### config.mk
export PLATFORM = sky130hd
export DESIGN_NAME = fetch_stage
export DESIGN_NICKNAME = d
export VERILOG_FILES = /design/src/rtl/fetch_stage.sv
export SDC_FILE = /design/constraint.sdc
export NUM_CORES = 1
export LEC_CHECK = 0
export ABC_AREA = 1
export CORE_AREA = 4 4 158 160
export DETAILED_ROUTE_END_ITERATION = 10
export DIE_AREA = 0 0 162 164
export GPL_TIMING_DRIVEN = 0
export PLACE_DENSITY = 0.75
export SLEW_MARGIN = 40
export SYNTH_ARGS = -nofsm -noshare
export SYNTH_HDL_FRONTEND = slang
export SYNTH_SLANG_ARGS = --single-unit
### constraint.sdc
create_clock -name Clk -period 1.7 [get_ports Clk]
set_input_delay 0.255 -clock Clk [delete_from_list [all_inputs] [get_ports Clk]]
set_output_delay 0.255 -clock Clk [all_outputs]
set_load 0.005 [all_outputs]
### src/rtl/fetch_stage.sv
// Instruction-fetch stage feeding the 128-bit IF/ID register.
// Owns the PC, issues one outstanding word request at a time to instruction
// memory, absorbs variable response latency, buffers one word across a
// downstream stall, and flushes on branch/jump redirects. The packet is
// all-zero whenever no valid instruction is present, so a downstream
// OR-reduction of the packet yields the valid bit.
module fetch_stage #(
  parameter logic [31:0] RESET_PC = 32'h0000_0000
) (
  input  logic         Clk,
  input  logic         Resetbar,
  input  logic         Stallbar,
  input  logic         redirect_valid,
  input  logic [31:0]  redirect_pc,
  output logic         imem_req_valid,
  input  logic         imem_req_ready,
  output logic [31:0]  imem_addr,
  input  logic         imem_rsp_valid,
  input  logic [31:0]  imem_rsp_data,
  output logic [127:0] fetch_packet
);

  typedef enum logic [1:0] {
    S_REQ  = 2'd0,  // request driven to memory, waiting for ready
    S_WAIT = 2'd1,  // request accepted, waiting for response
    S_HOLD = 2'd2   // response captured, waiting for the slot to free
  } state_t;

  state_t       r_state;
  logic [31:0]  r_pc;         // next address to request
  logic [31:0]  r_req_pc;     // address of the outstanding/buffered word
  logic [31:0]  r_buf;        // one-entry buffer for a word received under stall
  logic         r_drop;       // outstanding response belongs to a flushed path
  logic         r_req_valid;
  logic [127:0] r_packet;

  logic [31:0]  w_redirect_pc;
  logic [31:0]  w_next_pc;
  logic         w_slot_free;
  logic         w_accept;
  logic [127:0] w_rsp_pkt;
  logic [127:0] w_buf_pkt;

  // Redirect targets are forced word-aligned; pc+4 wraps naturally at 32 bits.
  assign w_redirect_pc = redirect_pc & ~32'h0000_0003;
  assign w_next_pc     = r_req_pc + 32'd4;
  // The slot can take a new word if downstream captures this edge or it holds a bubble.
  assign w_slot_free   = Stallbar || !r_packet[0];
  assign w_accept      = r_req_valid && imem_req_ready;
  assign w_rsp_pkt     = {r_req_pc, imem_rsp_data, w_next_pc, 31'h0, 1'b1};
  assign w_buf_pkt     = {r_req_pc, r_buf, w_next_pc, 31'h0, 1'b1};

  assign imem_req_valid = r_req_valid;
  assign imem_addr      = r_pc;
  assign fetch_packet   = r_packet;

  // Fetch FSM: PC, request handshake, response handling and the output slot.
  // NOTE: every state element here uses non-blocking assignment, so later
  // assignments in the same edge override the earlier defaults cleanly
  // and reads always see the pre-edge values.
  always_ff @(posedge Clk or negedge Resetbar) begin
    if (!Resetbar) begin
      r_state     <= S_REQ;
      r_pc        <= RESET_PC;
      r_req_pc    <= RESET_PC;
      r_buf       <= 32'h0;
      r_drop      <= 1'b0;
      r_req_valid <= 1'b0;
      r_packet    <= 128'h0;
    end else begin
      // Downstream captured the slot and nothing new arrives: emit a bubble.
      if (Stallbar) r_packet <= 128'h0;

      if (redirect_valid) begin
        // Flush has priority over stall and over any response this edge.
        r_packet <= 128'h0;
        r_pc     <= w_redirect_pc;
        case (r_state)
          S_REQ: begin
            if (w_accept) begin
              // Memory took the old address; its response must be discarded.
              r_state     <= S_WAIT;
              r_drop      <= 1'b1;
              r_req_valid <= 1'b0;
            end else begin
              r_state     <= S_REQ;
              r_req_valid <= 1'b1;
            end
          end
          S_WAIT: begin
            if (imem_rsp_valid) begin
              r_state     <= S_REQ;
              r_drop      <= 1'b0;
              r_req_valid <= 1'b1;
            end else begin
              r_drop <= 1'b1;
            end
          end
          default: begin
            // HOLD: buffered word is on the flushed path.
            r_state     <= S_REQ;
            r_req_valid <= 1'b1;
          end
        endcase
      end else begin
        case (r_state)
          S_REQ: begin
            r_req_valid <= 1'b1;
            if (w_accept) begin
              r_req_pc    <= r_pc;
              r_state     <= S_WAIT;
              r_req_valid <= 1'b0;
            end
          end
          S_WAIT: begin
            if (imem_rsp_valid) begin
              if (r_drop) begin
                r_drop      <= 1'b0;
                r_state     <= S_REQ;
                r_req_valid <= 1'b1;
              end else if (w_slot_free) begin
                r_packet    <= w_rsp_pkt;
                r_pc        <= w_next_pc;
                r_state     <= S_REQ;
                r_req_valid <= 1'b1;
              end else begin
                r_buf   <= imem_rsp_data;
                r_state <= S_HOLD;
              end
            end
          end
          S_HOLD: begin
            if (Stallbar) begin
              r_packet    <= w_buf_pkt;
              r_pc        <= w_next_pc;
              r_state     <= S_REQ;
              r_req_valid <= 1'b1;
            end
          end
          default: begin
            r_state     <= S_REQ;
            r_req_valid <= 1'b0;
          end
        endcase
      end
    end
  end

endmodule

==> impl_metrics.yaml, run 1 <==
run_status:
  status: "complete, but fails checks"
  violations: "negative setup slack"
grt:
  grt_util_met1_pct: 38.6
  grt_pass1_vias: 10300
  gr-total-overflow: 0
  grt_antenna_before_repair: 0
  grt.total_usage_pct: 27.6
  busiest_layer: "met2"
  grt_max_degree: 74
  grt_pass1_wl_um: 57800
  grt_use_met2_pct: 44.1
  use_met3_pct: 5.09
setup_path:
  cp-start-kind: "flip-flop"
  slowest_delay_ns: 0.42
  crit_path_end_kind: "flip-flop"
  cp_common_cell: "buf_12"
  crit_type: "reg -> reg"
  crit_buf_inv: 5
  critPathRequiredTime_ns: 2.10
  cp_top_family: "buffers and inverters"
  crit_path_top_delay_cell: "dfrtp_1"
  path_cells: "buf_6 > ha_4 > inv_6 > o21ai_4 > nor2_4 > nor2_8 > buf_12 > buf_12 > buf_8 > a32o_1"
  crit_fanout: 10
  cp.arrival_ns: 2.32
logic_synthesis:
  synthCells: 1214
  syn_nets: 1289
  syn-cell-area_um2: 10500
  ys_types: 45
  synth_top_flop_cell: "dfrtp_1"
  seq_area_frac_synth_pct: 54.2
  synth_warnings: 0
  synth_seq_cells: 228
  syn_avg_cell_area_um2: 8.67
  synth_edf_count: 0
  async_reset_ff_share_pct: 100
final_layout:
  finish.utilization_pct: 71.1
  regArea_um2: 5730
  fillCellCount: 1736
  final_nets: 1673
  multi_input_area_um2: 4780
  layout_commonest_cell: "nand2_1"
  layout-drive-gt1-share_pct: 27.5
  most-common-layout-cells: "nand2_1 (221), dfrtp_1 (209), clkdlybuf4s50_1 (188)"
  num_antenna_cells: 0
  synthToLayoutAreaGrowth_pct: 58.1
sta:
  drv_slew: 0
  max_clock_freq_ghz: 0.520
  worst_clock_skew_ns: 0.0171
  rsz0062_at_grt: "true"
  slew_headroom_pct: 38.8
  hold_viol: 0
  setup_violations: 181
  layout_min_cycle_time_ns: 1.92
  worst_pin_slew_ns: 0.918
  whs_ns: 0.271
  worst_slack_ns: -0.223
  finalCritPeriodShare_pct: 113
place:
  io_buffers: 228
  routabilityCongestion: 0.966
  hpwl_um: 25600
cts:
  cts-root-buf: "clkbuf_16"
  cts_tree: "done"
  cts_made_buffers: 24
  cts.sinks: 228
  cts-htree-levels: 1
  clk_pin_slew_worst_paths_ns: 0.06
  clk_path_buf_depth: 3
  clock_latency_ns: 0.53
floorplanning:
  fp.dieArea_um2: 26600
  fp.dieW_um: 162
  start_util_pct: 45.0
  num_rows: 56
  core_area_um2: 23400
  die_height_um: 164
  io_pins: 231
power:
  vdd_drop_max_uv: 789
  p_leak_nw: 7.79
  powerDensity_nw_per_um2: 1250
routing:
  via_per_inst: 5.56
  wl_per_cell_um: 20.8
  initialDrtViolationCount: 1062
  drcViolationCount: 0
  postRouteAntennaNets: 0
  dr_total_vias: 10700
  routed_wirelength_um: 40300
  drt-pass1-iter-count: 5
run:
  drv_cap: 0
worst_hold_path:
  min_path_type: "in -> async"
-- flip-flops by register name, summed over array words and instances, names as in the netlist --
register and count:
r_drop 1, r_state 2, imem_req_valid 1, r_buf 32, imem_addr 32, r_req_pc 32, fetch_packet 128
-- stage by stage --
stage / TNS [ns] / instances / setup slack, ns / power (mW) / area [um^2]
after floorplan: -0.817 / 1214 / -0.0408 / 9.84 / 10500
after global placement: -2202.17 / 1761 / -9.24 / 12.4 / 13200
after detailed placement: -105.88 / 1764 / -0.728 / 12.5 / 13300
after CTS: -2.81 / 1861 / -0.106 / 18.9 / 15300
after global routing: -34.22 / 1932 / -0.277 / 21.6 / 16600
final: -19.21 / 1932 / -0.223 / 20.8 / 16600
-- worst register-to-register path: cells and delay by family (launching register included) --
family | cells | cell delay (ns)
adders and majority gates | 1 | 0.18
and+or+nand+nor | 2 | 0.28
buffers and inverters | 5 | 0.62
AOI/OAI and AO/OA | 2 | 0.30
DFF | 1 | 0.42
-- worst paths after layout --
path	slack [ns]	end	start	cells past startpoint
worst max-delay path	-0.22	fetch_packet[78]$_DFF_PN0_	r_state[0]$_DFFE_PN0P_	10
worst min-delay path	0.27	fetch_packet[104]$_DFF_PN0_	Resetbar	2
worst max register to register	-0.22	fetch_packet[78]$_DFF_PN0_	r_state[0]$_DFFE_PN0P_	10
worst min register to register	0.49	fetch_packet[26]$_DFF_PN0_	fetch_packet[26]$_DFF_PN0_	2
max in group asynchronous	0.48	fetch_packet[76]$_DFF_PN0_	Resetbar	4
min in group Clk	0.30	r_buf[24]$_DFFE_PN0P_	imem_rsp_data[24]	3
-- logic make-up (layout without fill, tap and decap cells) --
group                      Yosys count  in the layout  share of synthesized area, %
and+or+nand+nor                    429            430                          17.0
DFF                                228            228                          54.2
buffers and inverters              222            620                          8.61
xor gates and xnor gates            18             18                          1.50
adders and majority gates            5              5                         0.595
muxes                                3              3                         0.321
AOI/OAI and AO/OA                  309            309                          17.8
-- routing by layer --
metal  routed length, um  vias to the layer above  share of wire, %
met2               18900                      613                47
li1                    -                     4755                 -
met5                   0                        -                 0
met4                1420                        0               3.5
met1               16000                     5266                40
met3                3930                      102               9.8
-- cell type report --
class	count	area share (%)
plain buffers	60	3.59
clock buffers	32	4.22
clock inverters	9	0.316
inverters	157	3.77
multi-input cells	765	28.7
flip-flops and latches	228	34.4
well taps	319	2.40
repair buffers	362	22.5
-- power breakdown --
group | internal (mW) | switching, mW
Sequential | 6.33 | 1.00
Clock | 2.88 | 2.18
Combinational | 3.99 | 4.38
-- cell usage after synthesis (all sizes together), types with 4 or more instances --
cell | instances | area share (%)
inv | 157 | 5.6
ha | 5 | 0.59
a32o | 33 | 3.1
nand3 | 27 | 1.3
dfrtp | 228 | 54
o21ai | 152 | 7.3
clkbuf | 25 | 0.89
xnor2 | 7 | 0.58
nand2 | 260 | 9.5
a21oi | 60 | 2.9
nor2 | 128 | 5.1
a31oi | 5 | 0.44
a22oi | 21 | 1.5
xor2 | 11 | 0.92
o21bai | 4 | 0.29
o22ai | 25 | 1.5
buf | 40 | 2.1
nor3 | 6 | 0.29
-- repair_timing --
action	4_1_cts	5_1_grt
gates resized for setup	227	236
hold endpoints to repair	64	0
pin swaps	24	44
cloned	5	11
hold buffers	1	0
setup endpoints to repair	246	252
buffers inserted	53	63
Note: power is estimated with default switching activity, not from simulation.
==> inputs of run 2 (changes only) <==
--- a/config.mk
+++ b/config.mk
@@ -11,6 +11,7 @@
 export DIE_AREA = 0 0 162 164
 export GPL_TIMING_DRIVEN = 0
 export PLACE_DENSITY = 0.75
+export REMOVE_ABC_BUFFERS = 1
 export SLEW_MARGIN = 40
 export SYNTH_ARGS = -nofsm -noshare
 export SYNTH_HDL_FRONTEND = slang
==> run 2 against run 1 <==
- the flow still finishes with violations (negative setup slack)
- sequential cell count is the same
- non-clock buffer count down 89
- first-iteration DRC count decreased by 4.0%
- sequential power hardly changed
- via count down 4.5%
- fmax is 5.4% higher
- worst setup slack better by 0.099 ns
- clock skew fell by 0.0075 ns
- critical path type unchanged
- largest cell class unchanged
==> impl_metrics.yaml, run 2 (synthesized netlist as in run 1, its figures left out) <==
power:
  vdd_drop_max_uv: 900
  powerDensity_nw_per_um2: 1300
  p_leak_nw: 7.39
routing:
  drcViolationCount: 0
  initialDrtViolationCount: 1020
  routed_wirelength_um: 38100
  via_per_inst: 5.51
  dr_total_vias: 10200
  drt-pass1-iter-count: 5
  postRouteAntennaNets: 0
  wl_per_cell_um: 20.5
sta:
  finalCritPeriodShare_pct: 107
  worst_clock_skew_ns: 0.00967
  drv_slew: 0
  worst_slack_ns: -0.124
  rsz0062_at_grt: "true"
  whs_ns: 0.192
  worst_pin_slew_ns: 0.953
  hold_viol: 0
  layout_min_cycle_time_ns: 1.82
  setup_violations: 152
  slew_headroom_pct: 36.5
  max_clock_freq_ghz: 0.548
run_status:
  status: "complete, but fails checks"
  violations: "negative setup slack"
grt:
  grt_max_degree: 73
  grt.total_usage_pct: 26.1
  grt_pass1_vias: 9990
  gr-total-overflow: 0
  grt_pass1_wl_um: 55300
  grt_antenna_before_repair: 2
cts:
  clk_pin_slew_worst_paths_ns: 0.06
  cts.sinks: 228
  cts-htree-levels: 1
  clock_latency_ns: 0.52
  cts-root-buf: "clkbuf_16"
  cts_tree: "done"
  clk_path_buf_depth: 3
  cts_made_buffers: 26
place:
  hpwl_um: 21400
  routabilityCongestion: 0.925
  io_buffers: 228
  placed_cell_area_um2: 13200
run:
  drv_cap: 0
final_layout:
  fillCellCount: 1740
  synthToLayoutAreaGrowth_pct: 52.7
  layout_commonest_cell: "dfrtp_1"
  largest_register_ffs: 128
  layout-drive-gt1-share_pct: 21.9
  final_nets: 1600
  post-route-cell-area_um2: 16100
  most-common-layout-cells: "dfrtp_1 (208), nand2_1 (206), clkdlybuf4s50_1 (180)"
  num_antenna_cells: 0
  finish.utilization_pct: 68.6
setup_path:
  critPathRequiredTime_ns: 2.16
  cp-start-kind: "flip-flop"
  crit_path_end_kind: "flip-flop"
  crit_type: "reg -> reg"
  crit_fanout: 14
  setup.worst_path.end: "fetch_packet[110]$_DFF_PN0_"
  r2r-end: "fetch_packet[110]$_DFF_PN0_"
  reg2reg_depth: 12
  crit_start: "fetch_packet[0]$_DFF_PN0_"
  reg2reg_from: "fetch_packet[0]$_DFF_PN0_"
  cp.arrival_ns: 2.28
  r2r_setup_slack_ns: -0.12
floorplanning:
  core_area_um2: 23400
  die_height_um: 164
  num_rows: 56
  io_pins: 231
  fp.dieArea_um2: 26600
  fp.dieW_um: 162
  start_util_pct: 45.0
worst_hold_path:
  whs_path_depth: 2
  min_path_type: "in -> reg"
-- run 2: cell count changes in the layout (fill, tap and decap cells not counted), moves of 13 or more --
cell,before,now
nand2_1,221,206
buf_4,101,66
nor2_1,79,96
nand2_2,23,40
nor2_2,30,15
buf_6,22,9
o21ai_1,51,34
o21ai_0,84,103
-- run 2: critical path, cell delays in order (launching register included) --
cell	delay, ns
dfrtp_1	0.38
inv_2	0.06
nor2_4	0.14
nor2_4	0.06
buf_4	0.14
o21ai_4	0.20
nor2_4	0.08
nor2_8	0.21
buf_16	0.18
nand2_1	0.07
o21ai_1	0.08
nand2_1	0.08
inv_1	0.09
-- run 2: worst min path at each step --
stage,from,endpoint,slack [ns]
2_1_floorplan,Resetbar,fetch_packet[0]$_DFF_PN0_,-0.04
3_3_place_gp,r_buf[0]$_DFFE_PN0P_,r_buf[0]$_DFFE_PN0P_,0.47
3_5_place_dp,Resetbar,imem_addr[6]$_DFFE_PN0P_,0.17
4_1_cts,redirect_valid,fetch_packet[116]$_DFF_PN0_,0.17
5_1_grt,redirect_valid,fetch_packet[116]$_DFF_PN0_,0.21
6_report,redirect_valid,fetch_packet[116]$_DFF_PN0_,0.19
-- run 2: metrics by stage --
stage / total power [mW] / setup TNS (ns) / setup slack, ns / cells
2_1_floorplan: 9.65 / -106.98 / -0.783 / 1149
3_3_place_gp: 11.9 / -2965.64 / -9.43 / 1696
3_5_place_dp: 12.3 / -233.52 / -2.04 / 1708
4_1_cts: 19.7 / -3.19 / -0.0788 / 1812
5_1_grt: 21.8 / -19.91 / -0.201 / 1859
6_report: 20.8 / -7.66 / -0.124 / 1859
-- run 2: final cells by class --
class	instances	area, um^2	share of cell area (%)
Timing Repair Buffer	333	3580	22.3
Multi-Input combinational cell	778	4770	29.7
Sequential cell	228	5730	35.7
Clock inverter	8	196	1.22
Inverter	157	648	4.04
Timing Repair inverter	1	8.76	0.0545
Tap cell	319	399	2.49
Clock buffer	35	726	4.52
-- run 2: metal layers --
| layer | vias to the layer above | global-route usage, % | part of all wire (%) |
|---|---|---|---|
| met2 | 499 | 41.6 | 47 |
| met4 | 4 | 10.9 | 3.9 |
| met5 | - | 0 | 0.068 |
| met3 | 109 | 5.97 | 8.7 |
| li1 | 4620 | - | - |
| met1 | 5017 | 34.7 | 40 |
-- run 2: what timing repair did --
item / 4_1_cts / 5_1_grt
setup endpoints to repair: 241 / 239
setup buffers: 49 / 38
cloned: 11 / 10
pin swaps: 24 / 41
hold buffers: 1 / 0
gates resized for setup: 132 / 161
endpoints found under the hold margin: 87 / 0
-- run 2: report_power, final --
part,switching (mW),internal (mW),leakage [nW]
registers,0.991,6.34,3.04
logic,3.94,3.43,3.91
clock network,2.25,3.88,0.444
total,7.19,13.6,7.39
